### config.mk
export PLATFORM = sky130hd
export DESIGN_NAME = pb_fill_engine
export DESIGN_NICKNAME = d
export VERILOG_FILES = /design/src/rtl/pb_fill_engine.sv
export SDC_FILE = /design/constraint.sdc
export NUM_CORES = 1
export LEC_CHECK = 0
export CORE_ASPECT_RATIO = 1.75
export CORE_UTILIZATION = 45
export DETAILED_ROUTE_END_ITERATION = 6
export PLACE_DENSITY = 0.65
export SLEW_MARGIN = 20
export SYNTH_ARGS = -nofsm -noshare
export SYNTH_HDL_FRONTEND = slang
export SYNTH_SLANG_ARGS = --single-unit
export TNS_END_PERCENT = 5
### constraint.sdc
create_clock -name clock -period 4.4 [get_ports clock]
set_input_delay 0.88 -clock clock [delete_from_list [all_inputs] [get_ports clock]]
set_output_delay 0.88 -clock clock [all_outputs]
set_load 0.05 [all_outputs]
### src/rtl/pb_fill_engine.sv
// Rectangle-fill engine for the 4-bit pixel buffer: clips one command to the frame and writes one pixel per clock.
// Build option: define FILL_CHECKER_EN to alternate cmd_colour/cmd_colour_alt in a checkerboard on absolute x^y parity.
module pb_fill_engine #(
  parameter int FB_W = 160,
  parameter int FB_H = 120,
  parameter int XW   = 8,
  parameter int YW   = 7,
  parameter int AW   = 15
) (
  input  logic          clock,
  input  logic          reset_n,
  input  logic          start,
  input  logic [XW-1:0] cmd_x0,
  input  logic [YW-1:0] cmd_y0,
  input  logic [XW-1:0] cmd_w,
  input  logic [YW-1:0] cmd_h,
  input  logic [3:0]    cmd_colour,
  input  logic [3:0]    cmd_colour_alt,
  output logic [AW-1:0] pb_wraddr,
  output logic [3:0]    pb_data,
  output logic          pb_wren,
  output logic          busy,
  output logic          done
);

  localparam logic [XW:0]   FBW_X = (XW+1)'(FB_W);
  localparam logic [YW:0]   FBH_Y = (YW+1)'(FB_H);
  localparam logic [AW-1:0] FBW_A = AW'(FB_W);

  typedef enum logic [1:0] {S_IDLE, S_CLIP, S_FILL, S_DONE} state_t;
  state_t state_q, state_d;

  logic s1_q, s2_q, s3_q, rise;

  logic [XW-1:0] x0_q, x0_d, w_q, w_d, x_q, x_d, x_last_q, x_last_d;
  logic [YW-1:0] y0_q, y0_d, h_q, h_d, y_q, y_d, y_last_q, y_last_d;
  logic [3:0]    colour_q, colour_d;
  logic [AW-1:0] row_base_q, row_base_d;
  logic [AW-1:0] pb_wraddr_q, pb_wraddr_d;
  logic [3:0]    pb_data_q, pb_data_d;
  logic          pb_wren_q, pb_wren_d, busy_q, busy_d, done_q, done_d;

`ifdef FILL_CHECKER_EN
  logic [3:0] alt_q, alt_d;
`else
  logic unused_alt;
  assign unused_alt = &{1'b0, cmd_colour_alt};
`endif

  // start comes straight from a PIO in another clock domain
  always_ff @(posedge clock) begin
    if (!reset_n) begin
      s1_q <= 1'b0;
      s2_q <= 1'b0;
      s3_q <= 1'b0;
    end else begin
      s1_q <= start;
      s2_q <= s1_q;
      s3_q <= s2_q;
    end
  end
  assign rise = s2_q & ~s3_q;

  // Clip arithmetic is one bit wider than the fields so x0+w cannot wrap.
  logic [XW:0]   x_end, x_lim;
  logic [YW:0]   y_end, y_lim;
  logic [XW-1:0] x_last_c;
  logic [YW-1:0] y_last_c;
  logic [AW-1:0] rb_c;
  logic          clip_empty, at_last;

  assign x_end      = {1'b0, x0_q} + {1'b0, w_q};
  assign y_end      = {1'b0, y0_q} + {1'b0, h_q};
  assign x_lim      = (x_end > FBW_X) ? FBW_X : x_end;
  assign y_lim      = (y_end > FBH_Y) ? FBH_Y : y_end;
  assign x_last_c   = XW'(x_lim - (XW+1)'(1));
  assign y_last_c   = YW'(y_lim - (YW+1)'(1));
  assign rb_c       = AW'(y0_q) * FBW_A;
  assign clip_empty = (w_q == '0) || (h_q == '0) ||
                      ({1'b0, x0_q} >= FBW_X) || ({1'b0, y0_q} >= FBH_Y);
  assign at_last    = (x_q == x_last_q) && (y_q == y_last_q);

  // Position of the pixel to present on the next edge; row base advances by addition only.
  logic [XW-1:0] pos_x;
  logic [YW-1:0] pos_y;
  logic [AW-1:0] pos_row;
  logic [3:0]    pos_colour;

  always_comb begin
    if (state_q == S_CLIP) begin
      pos_x   = x0_q;
      pos_y   = y0_q;
      pos_row = rb_c;
    end else if (x_q == x_last_q) begin
      pos_x   = x0_q;
      pos_y   = y_q + YW'(1);
      pos_row = row_base_q + FBW_A;
    end else begin
      pos_x   = x_q + XW'(1);
      pos_y   = y_q;
      pos_row = row_base_q;
    end
`ifdef FILL_CHECKER_EN
    pos_colour = (pos_x[0] ^ pos_y[0]) ? alt_q : colour_q;
`else
    pos_colour = colour_q;
`endif
  end

  always_ff @(posedge clock) begin
    if (!reset_n) state_q <= S_IDLE;
    else          state_q <= state_d;
  end

  always_comb begin
    state_d = state_q;
    case (state_q)
      S_IDLE:  if (rise) state_d = S_CLIP;
      S_CLIP:  state_d = clip_empty ? S_DONE : S_FILL;
      S_FILL:  if (at_last) state_d = S_DONE;
      S_DONE:  state_d = S_IDLE;
      default: state_d = S_IDLE;
    endcase
  end

  logic emit;

  always_comb begin
    emit        = 1'b0;
    x0_d        = x0_q;
    y0_d        = y0_q;
    w_d         = w_q;
    h_d         = h_q;
    colour_d    = colour_q;
`ifdef FILL_CHECKER_EN
    alt_d       = alt_q;
`endif
    x_d         = x_q;
    y_d         = y_q;
    x_last_d    = x_last_q;
    y_last_d    = y_last_q;
    row_base_d  = row_base_q;
    pb_wraddr_d = pb_wraddr_q;
    pb_data_d   = pb_data_q;
    pb_wren_d   = 1'b0;
    busy_d      = busy_q;
    done_d      = done_q;
    case (state_q)
      S_IDLE: begin
        if (rise) begin
          x0_d     = cmd_x0;
          y0_d     = cmd_y0;
          w_d      = cmd_w;
          h_d      = cmd_h;
          colour_d = cmd_colour;
`ifdef FILL_CHECKER_EN
          alt_d    = cmd_colour_alt;
`endif
          busy_d   = 1'b1;
          done_d   = 1'b0;
        end
      end
      S_CLIP: begin
        if (clip_empty) begin
          busy_d = 1'b0;
          done_d = 1'b1;
        end else begin
          x_last_d = x_last_c;
          y_last_d = y_last_c;
          emit     = 1'b1;
        end
      end
      S_FILL: begin
        if (at_last) begin
          busy_d = 1'b0;
          done_d = 1'b1;
        end else begin
          emit = 1'b1;
        end
      end
      default: ;
    endcase
    if (emit) begin
      x_d         = pos_x;
      y_d         = pos_y;
      row_base_d  = pos_row;
      pb_wraddr_d = pos_row + AW'(pos_x);
      pb_data_d   = pos_colour;
      pb_wren_d   = 1'b1;
    end
  end

  always_ff @(posedge clock) begin
    if (!reset_n) begin
      x0_q        <= '0;
      y0_q        <= '0;
      w_q         <= '0;
      h_q         <= '0;
      colour_q    <= '0;
`ifdef FILL_CHECKER_EN
      alt_q       <= '0;
`endif
      x_q         <= '0;
      y_q         <= '0;
      x_last_q    <= '0;
      y_last_q    <= '0;
      row_base_q  <= '0;
      pb_wraddr_q <= '0;
      pb_data_q   <= '0;
      pb_wren_q   <= 1'b0;
      busy_q      <= 1'b0;
      done_q      <= 1'b0;
    end else begin
      x0_q        <= x0_d;
      y0_q        <= y0_d;
      w_q         <= w_d;
      h_q         <= h_d;
      colour_q    <= colour_d;
`ifdef FILL_CHECKER_EN
      alt_q       <= alt_d;
`endif
      x_q         <= x_d;
      y_q         <= y_d;
      x_last_q    <= x_last_d;
      y_last_q    <= y_last_d;
      row_base_q  <= row_base_d;
      pb_wraddr_q <= pb_wraddr_d;
      pb_data_q   <= pb_data_d;
      pb_wren_q   <= pb_wren_d;
      busy_q      <= busy_d;
      done_q      <= done_d;
    end
  end

  assign pb_wraddr = pb_wraddr_q;
  assign pb_data   = pb_data_q;
  assign pb_wren   = pb_wren_q;
  assign busy      = busy_q;
  assign done      = done_q;

endmodule
# Word level (Yosys, flattened, before mapping)
# Index checks and enable logic that the tools add are counted.
[classes] addsub=8 multipliers=1 magnitude_cmp=4 n_eq_ne=8 mux=24 bitwise_logic=3 n_reduce_logical=14
[ops] op="15-bit two-way mux" count=2
[ops] op="8-bit two-way mux" count=3
[ops] op="7-bit two-way mux" count=3
[ops] op="15-bit by 8-bit adder with 15-bit output" count=1
[ops] op="15-bit by 8-bit adder with 15-bit output, second input constant" count=1
[ops] op="7-bit by 3-bit multiplier with 10-bit output, second input constant" count=1
[ops] op="1-bit two-way mux" count=10
[ops] op="8-bit by 8-bit adder with 9-bit output" count=1
[ops] op="9-bit by 8-bit greater-than comparator with 1-bit output, second input constant" count=1
[ops] op="7-bit by 7-bit adder with 8-bit output" count=1
[ops] op="8-bit by 1-bit adder with 8-bit output, second input constant" count=1
[ops] op="8-bit == test" count=1
[ops] op="8-bit >= comparator, second input constant" count=1
[ops] op="8-bit by 7-bit greater-than comparator with 1-bit output, second input constant" count=1
[ops] op="8-bit logical NOT" count=1
[ops] op="2-bit one-hot mux with 4 select lines" count=1
[ops] op="2-bit AND reduction" count=4
[ops] op="8-bit by 1-bit subtractor with 8-bit output, second input constant" count=1
[ops] op="7-bit by 1-bit adder with 7-bit output, second input constant" count=1
[ops] op="7-bit == test" count=1
[ops] op="7-bit >= comparator, second input constant" count=1
[ops] op="7-bit logical NOT" count=1
[ops] op="7-bit by 1-bit subtractor with 7-bit output, second input constant" count=1
[ops] op="2-bit inequality test, second input constant" count=3
[ops] op="13 further kinds" count=19
[word_totals] register_bits=106 input_bits=41 output_inout_bits=22 wordCells=81

# Depth between registers and ports, before layout
# Gate-level depths: netlist (run 1).
[logic_depth] ltp_word=7 ltp_mapped=17 depth_no_buf=16

# Worst setup path after synthesis (run 1)
# No wires, ideal clock.
[synth_timing] path_kind="reg-to-reg" start="register state_q[1]" end="register pb_wraddr_q[12] (netlist: pb_wraddr[12])" setup_ps=88 arrival_ps=3362 required_time_ps=4312 path_slack_ps=950 path_stages_with_launch=18 path_buffers=2 period_less_slack_ps=3450 path_cell_list="dfxtp_1 -> inv_1 -> ha_1 -> clkbuf_1 -> a21oi_2 -> buf_2 -> nor2_1 -> a21oi_1 -> ha_1 -> inv_1 -> fa_1 -> nor2b_1 -> o31ai_1 -> a21oi_1 -> o21ai_0 -> a21oi_1 -> nand3_1 -> a311oi_2"
[synth_between] elab_chain_cells=3 word_cells_on_any_way=6 cone_classes="add/sub (1); eq/ne (2); mux (3)"
[synth_lines] item="start, declared" line="31" source="state_t state_q, state_d;"
[synth_lines] item="start signal, assigned" line="112" source="else state_q <= state_d;"
[synth_lines] item="2-bit by 1-bit == test with 1-bit output" line="90" source="if (state_q == S_CLIP) begin"
[synth_lines] item="8-bit two-way mux" line="90"
[synth_lines] item="net pos_x[0]" line="84" source="logic [XW-1:0] pos_x;"
[synth_lines] item="15-bit by 8-bit adder with 15-bit output" line="187" source="pb_wraddr_d = pos_row + AW'(pos_x);"
[synth_lines] item="end signal, assigned" line="227" source="pb_wraddr_q <= pb_wraddr_d;"
[synth_lines] item="end, declared" line="39" source="logic [AW-1:0] pb_wraddr_q, pb_wraddr_d;"
# The timed path passes the listed nets, and every way through them passes these cells.
# A chain may end at the register's enable or synchronous reset.

# Worst setup path after layout (run 1)
[layout_timing] start="register x_q[2]" end="register pb_wraddr_q[12] (netlist: pb_wraddr[12])"
[layout_between] elab_chain_cells=4 word_cells_on_any_way=10 cone_classes="add/sub (2); eq/ne (1); mux (6); reduce/logical (1)"
[layout_lines] item="start, declared" line="35" source="logic [XW-1:0] x0_q, x0_d, w_q, w_d, x_q, x_d, x_last_q, x_last_d;"
[layout_lines] item="start signal, assigned" line="203" source="x_q <= '0;"
[layout_lines] item="start signal, assigned" line="222" source="x_q <= x_d;"
[layout_lines] item="8-bit == test" line="94" source="end else if (x_q == x_last_q) begin"
[layout_lines] item="8-bit two-way mux" line="94"
[layout_lines] item="8-bit two-way mux" line="90"
[layout_lines] item="net pos_x[0]" line="84"
[layout_lines] item="15-bit by 8-bit adder with 15-bit output" line="187"
# The timed path passes the listed nets, and every way through them passes these cells.

==> reports/summary.txt, run 1 <==
Status: finished clean
Fin worst setup slack: 0.565 ns
Critical Path Fanout Max: 10
Worst reg2reg path startpoint: x_q[2]
H-Tree Depth: 3
DR vias: 5738
CTS tree: yes
CTS Buffer Depth: 2
Arr. time, crit path: 4.09 ns
Dpl ws: 0.622 ns
Min-delay worst type: reg -> reg
Vias in the first global route: 5648
Met1 Use GR: 23.8%
Placed cell area: 0.00724 mm²
Dpl hpwl: 11.8 mm
Hold Path Sink: s2_q
GRT Util Overall: 22.0%
PwrDens: 395 mW/mm²
Setup slack, reg-to-reg: 0.56 ns
Final Skew: 0.00787 ns
Sequential area share after synthesis: 32.7%
Root Buffer: clkbuf_16
Final instance area: 0.00757 mm²
FF-to-FF path depth: 15
Post-CTS setup buffers: 0
Most frequent cells in the layout: 119 x nand2_1, 106 x dfxtp_1, 88 x a21oi_1
DR vias/cell: 5.66
Biggest cell delay along the critical path: 0.49 ns
Worst path bufs/invs: 1
Die Width: 92.7 µm
Slew margin rel.: 38.9%
WS Path Type: reg -> reg
Slowest cell on crit path: dfxtp_1
Critical Path RT: 4.66 ns
Min-delay src: s1_q
GRT met3 Usage: 3.13%
Hold_ws: 0.438 ns
Commonest non-fill, non-tap cell in the layout: nand2_1
End of the worst register-to-register path: pb_wraddr[12]
Clk sinks: 106
M2 GR Usage: 41.5%
Worst-skew pair later-pin latency: 0.35 ns
DRT Pass-1 Iters: 4
First-pass GRT wire length: 26.4 mm
Fill count: 1346
Mapped Area: 0.00648 mm²
Drt total wl: 15.6 mm
Max-cap violations: 0
Worst vdd rail ir drop: 0.000182 V
Initial antenna violation count: 0
N_diodes: 0
Core Box Area: 0.0140 mm²
Iter 0 DRT Violations: 298
Dominant synthesized flop cell: dfxtp_1
Worst-Margin Slew: 0.913 ns
GPL Wtd Cong: 0.819
I/O pins: 63
Starting Density: 46.4%
TritonCTS Buffers: 9
Clock slew at reported path FFs: 0.07 ns
CP dominant cell by count: a21oi_1
Die ar.: 0.0149 mm²
Wire per inst: 15.4 µm
Remaining DRCs: 0
Slew Limit Fails: 0
Syn Nets: 876
Setup TNS: 0 ns
CTS Hold Buffers Added: 0
Synthesized area per cell: 8.22 µm²
Total gr overflow: 0
Tmin final: 3.84 ns
Crit. End Element: flip-flop
Global route hottest layer: met2
Syn. warnings: 0
Core Rows: 57
Share of cells above drive strength 1: 7.29%
NumNets Final: 922
Fin crit share: 87.2%
ANT nets after route: 0
Async SR Flop Fraction: 0%
Startpoint Class: flip-flop
IO buf count: 58
Post-Synthesis Cells: 788
Final setup violation count: 0
Cells along the critical path: xnor2_2 > and4_4 > a21oi_2 > nor2_1 > a21oi_1 > ha_1 > inv_1 > fa_1 > nor2b_1 > o31ai_1 > a21oi_1 > o21ai_0 > a21oi_1 > nand3_1 > a311oi_2
Synth-to-Final Area Change: 16.9%
Peak Freq: 261 MHz
Fin. Hold Viols: 0
RSZ-0062 raised after global routing: no
Family with the most delay on the worst path: compound AO/OA/AOI/OAI gates
Pleak: 0.00285 µW
Distinct cell type count after synthesis: 77
EDFF count, synth: 0
Chip height: 161 µm
Largest net degree at the start of global routing: 48
Hold depth: 1
Flops & latches, synth: 106
Resized Gates After CTS: 0
==> final cells by class <==
cell class	instances	area (µm²)	share of cell area, %
clock buffers	9	225	2.97
clock inverters	5	104	1.37
inverters	25	93.8	1.24
multi-input cells	624	4140	54.6
flip-flops and latches	106	2120	28.0
well taps	177	221	2.92
repair buffers	68	668	8.82
==> through the flow <==
step	utilization [%]	instances	power, µW
4_1_cts	54.2	1014	3000
3_5_place_dp	51.8	1000	2100
6_report	54.2	1014	2990
2_1_floorplan	-	788	1840
5_1_grt	54.2	1014	3160
3_3_place_gp	51.8	1000	2080
==> power by group <==
part	total, µW	internal (µW)	switching, µW
clock network	908	551	357
registers	1060	1010	52.6
logic	1020	393	625
==> metal layers <==
metal / wire length, µm / part of all wire [%] / vias to the layer above
met4: 446 / 2.9 / 0
met5: 0 / 0 / -
met2: 8400 / 54 / 138
met3: 466 / 3.0 / 31
met1: 6320 / 40 / 2670
li1: - / - / 2899
==> synthesized netlist by cell type, types with 6 or more instances <==
| master | n | share of area, % |
|---|---|---|
| o21ai_1 | 6 | 0.46 |
| dfxtp_1 | 106 | 33 |
| a31oi_1 | 14 | 1.4 |
| nand3_1 | 19 | 1.5 |
| o211ai_1 | 7 | 0.81 |
| nor2_1 | 70 | 4.1 |
| and2_1 | 13 | 1.3 |
| a211oi_1 | 12 | 1.4 |
| buf_1 | 6 | 0.35 |
| mux2i_1 | 12 | 1.9 |
| nor4_1 | 7 | 0.68 |
| xor2_1 | 16 | 2.2 |
| buf_2 | 7 | 0.54 |
| nand2_1 | 119 | 6.9 |
| inv_1 | 24 | 1.4 |
| a21oi_1 | 89 | 6.9 |
| o21a_1 | 11 | 1.3 |
| a21o_1 | 12 | 1.4 |
| nor3_1 | 9 | 0.70 |
| nor2b_1 | 10 | 0.97 |
| xnor2_1 | 16 | 2.2 |
| xnor2_2 | 7 | 1.8 |
| clkbuf_1 | 19 | 1.1 |
| ha_1 | 43 | 8.3 |
| o21ai_0 | 38 | 2.9 |
==> worst reg2reg max path, cell delays in order (launching register included) <==
cell	delay (ns)
dfxtp_1	0.49
xnor2_2	0.13
and4_4	0.23
a21oi_2	0.40
nor2_1	0.08
a21oi_1	0.20
ha_1	0.24
inv_1	0.07
fa_1	0.38
nor2b_1	0.21
o31ai_1	0.15
a21oi_1	0.21
o21ai_0	0.16
a21oi_1	0.38
nand3_1	0.15
a311oi_2	0.28
==> state kept, by name (all words and copies together), names as in the netlist <==
| name | cells |
|---|---|
| s2_q | 1 |
| y_last_q | 7 |
| pb_data | 4 |
| x_q | 8 |
| pb_wren | 1 |
| x0_q | 8 |
| x_last_q | 8 |
| done | 1 |
| state_q | 2 |
| busy | 1 |
| row_base_q | 15 |
| y_q | 7 |
| s1_q | 1 |
| h_q | 7 |
| colour_q | 4 |
| y0_q | 7 |
| s3_q | 1 |
| w_q | 8 |
| pb_wraddr | 15 |
==> worst max path at each step <==
stage / end / cells past startpoint / start
5_1_grt: pb_wraddr[12] / 15 / x_q[2]
4_1_cts: pb_wraddr[12] / 15 / x_q[2]
2_1_floorplan: pb_wraddr[12] / 17 / state_q[1]
6_report: pb_wraddr[12] / 15 / x_q[2]
3_3_place_gp: pb_wraddr[12] / 15 / x_q[2]
3_5_place_dp: pb_wraddr[12] / 15 / x_q[2]
==> cells by family after synthesis <==
logic type	Yosys count	synth area share, %
multiplexers	12	1.85
XOR/XNOR	40	6.51
AND/OR/NAND/NOR	293	21.8
adder cells (fa/ha/maj)	47	9.54
buffers and inverters	58	3.65
flip-flops	106	32.7
AO/OA/AOI/OAI	232	23.9
No activity file was read; power rests on OpenSTA's default activity.
==> run 2, diff against run 1 <==
--- a/config.mk
+++ b/config.mk
@@ -7,6 +7,7 @@
 export LEC_CHECK = 0
 export CORE_ASPECT_RATIO = 1.75
 export CORE_UTILIZATION = 45
+export CTS_BUF_LIST = sky130_fd_sc_hd__clkbuf_16
 export DETAILED_ROUTE_END_ITERATION = 6
 export PLACE_DENSITY = 0.65
 export SLEW_MARGIN = 20
==> results of run 2 <==
Same layout as run 1: the final DEF is identical, and so are final timing and power.
==> run 3, diff against run 2 <==
--- a/config.mk
+++ b/config.mk
@@ -5,6 +5,7 @@
 export SDC_FILE = /design/constraint.sdc
 export NUM_CORES = 1
 export LEC_CHECK = 0
+export ABC_AREA = 1
 export CORE_ASPECT_RATIO = 1.75
 export CORE_UTILIZATION = 45
 export CTS_BUF_LIST = sky130_fd_sc_hd__clkbuf_16
==> run 3 against run 2 <==
Effect of this change: critical endpoint is now pb_wraddr[14]; first-iteration DRC count shrank 29%; non-clock buffer count shrank 5; highest routed layer unchanged; worst setup slack gained 0.096 ns; hold slack gained 0.0098 ns; die area grew 1.3%; sequential power grew 21%; global-route usage grew 0.14 points; synthesized cell count grew 21%; critical path depth grew 8; sequential share of layout area grew 0.21 points.
==> reports/summary.txt, run 3 <==
DR top layer: met4
H-Tree Depth: 3
Final Skew: 0.00661 ns
Die Width: 93.3 µm
RSZ-0062 raised after global routing: no
Peak Freq: 267 MHz
Total length of routed met3 wires: 331 µm
Switching part of the total: 49.2%
Starting Density: 45.9%
Critical Path RT: 4.65 ns
DRT Pass-1 Iters: 4
Gate power share: 59.5%
PwrDens: 655 mW/mm²
Flops & latches, synth: 106
Vias in the first global route: 5891
Min-delay src: s1_q
Dpl ws: 0.683 ns
Syn. warnings: 0
Worst-Margin Slew: 0.882 ns
CTS Buffer Depth: 2
Worst reg2reg path startpoint: x_q[0]
Total gr overflow: 0
Fin crit share: 85.0%
Pleak: 0.00350 µW
ANT nets after route: 0
Fin worst setup slack: 0.661 ns
Final setup violation count: 0
Startpoint Class: flip-flop
N_diodes: 0
Commonest non-fill, non-tap cell in the layout: nand2_1
Wire length on met2: 8.78 mm
Internal Pwr Total: 2500 µW
Arr. time, crit path: 3.99 ns
Top-area cell type share of the netlist area: 32.3%
NumNets Final: 1084
Setup TNS: 0 ns
Largest net degree at the start of global routing: 93
Iter 0 DRT Violations: 212
First-pass GRT wire length: 26.5 mm
DR vias/cell: 5.12
Psw: 2420 µW
Clk sinks: 106
EDFF count, synth: 0
Worst vdd rail ir drop: 0.000386 V
Most common library cells after synthesis: 168 x nand2_1, 149 x inv_1, 106 x dfxtp_1
Hold depth: 2
Status: finished clean
Root Buffer: clkbuf_16
Async SR Flop Fraction: 0%
Setup slack, reg-to-reg: 0.66 ns
IO buf count: 58
Post-Synthesis Cells: 956
Slew Limit Fails: 0
Synthesized area per cell: 6.87 µm²
Synth area leader: dfxtp_1
CTS tree: yes
CTS Hold Buffers Added: 0
GPL Wtd Cong: 0.850
Crit. End Element: flip-flop
Remaining DRCs: 0
Min-delay worst type: reg -> reg
Core Rows: 58
Sequential area share after synthesis: 32.3%
Distinct cell type count after synthesis: 43
Dpl hpwl: 11.9 mm
WS Path Type: reg -> reg
Worst-skew pair later-pin latency: 0.35 ns
Resized Gates After CTS: 0
Fill count: 1434
Part of the power in registers: 26.0%
End of the worst register-to-register path: pb_wraddr[14]
Count leader, synth: nand2_1
Fin. Hold Viols: 0
GRT Util Overall: 22.1%
DR vias: 6041
Largest cells by area after synthesis: dfxtp_1 32%, nand2_1 9.6%, inv_1 8.5%
Synth-to-Final Area Change: 14.5%
Dominant synthesized flop cell: dfxtp_1
Power after layout: 4920 µW
M1 wire length: 6.37 mm
Wire per inst: 13.5 µm
Hold Path Sink: s2_q
FF-to-FF path depth: 23
Syn Nets: 1044
Die ar.: 0.0151 mm²
Initial antenna violation count: 0
Most frequent cells in the layout: 168 x nand2_1, 152 x inv_1, 106 x dfxtp_1
Clk pwr share: 14.6%
I/O pins: 63
Tmin final: 3.74 ns
Drt total wl: 16.0 mm
Final core occ: 52.6%
Mapped Area: 0.00656 mm²
Core Box Area: 0.0143 mm²
Share of cells above drive strength 1: 4.80%
TritonCTS Buffers: 9
Clock slew at reported path FFs: 0.07 ns
Critical Path Fanout Max: 17
Slew margin rel.: 41.1%
Max-cap violations: 0
Hold_ws: 0.447 ns
Post-CTS setup buffers: 0
Chip height: 162 µm
==> run 3: changes by cell type after synthesis, moves of 12 or more <==
cell / delta
nand3_1: +39
nand2_1: +49
inv_1: +125
mux2i_1: -12
and2_1: -12
o21ai_0: +65
==> run 3: final cells by class <==
class                   instances  area (µm²)  area share (%)
repair buffers                 63         613            8.16
clock buffers                   9         225            3.00
inverters                     155         582            7.74
well taps                     180         225            3.00
clock inverters                 7        30.0           0.400
flip-flops and latches        106        2120            28.2
multi-input cells             661        3720            49.5
==> run 3: power by group through the flow <==
| stage | logic (µW) | clock network, µW | registers (µW) |
|---|---|---|---|
| floorplan | 2150 | 0 | 1450 |
| global placement | 2910 | 0 | 1300 |
| global route | 3320 | 775 | 1300 |
| CTS | 2950 | 750 | 1280 |
| finish | 2930 | 718 | 1280 |
| detailed placement | 2940 | 0 | 1300 |
==> run 3: how the worst max path moves through the flow <==
stage / from / endpoint / cells after the start
2_1_floorplan: state_q[1] / pb_wraddr[14] / 18
6_report: x_q[0] / pb_wraddr[14] / 23
3_5_place_dp: x_q[0] / pb_wraddr[14] / 23
4_1_cts: x_q[0] / pb_wraddr[14] / 23
5_1_grt: x_q[0] / pb_wraddr[14] / 23
3_3_place_gp: x_q[0] / pb_wraddr[14] / 23
==> run 3: kinds of logic (layout without fill, tap and decap cells) <==
group | after synthesis | count (layout) | synth area share [%]
adder cells (fa/ha/maj) | 47 | 47 | 9.42
buffers and inverters | 189 | 234 | 11.1
AO/OA/AOI/OAI | 241 | 241 | 19.6
flip-flops | 106 | 106 | 32.3
XOR/XNOR | 36 | 36 | 4.80
AND/OR/NAND/NOR | 337 | 337 | 22.8
==> run 3: stage by stage <==
stage | area [µm²] | instances
floorplan | 6560 | 956
global placement | 7260 | 1165
detailed placement | 7260 | 1165
CTS | 7520 | 1181
global route | 7520 | 1181
finish | 7520 | 1181
==> run 3: layer usage <==
| metal | track usage (%) | up-vias |
|---|---|---|
| met5 | 0 | - |
| met3 | 2.25 | 28 |
| li1 | - | 3198 |
| met1 | 22.8 | 2727 |
| met4 | 9.51 | 0 |
| met2 | 43.6 | 88 |
==> run 3: worst max-delay path: stages, from the launching register on <==
cell	delay (ns)
dfxtp_1	0.42
inv_2	0.05
nand2_1	0.06
nand2_1	0.06
a21oi_2	0.12
nand2_2	0.10
nor2_8	0.28
inv_2	0.12
nand2_2	0.21
nand2_1	0.08
o21ai_1	0.13
ha_1	0.18
inv_1	0.06
fa_1	0.40
o21ai_1	0.22
a31oi_1	0.14
o21ai_0	0.33
nand3_2	0.18
nor2_4	0.16
nand3_1	0.08
nand2_1	0.06
nand3_1	0.07
nand2_1	0.10
inv_1	0.04
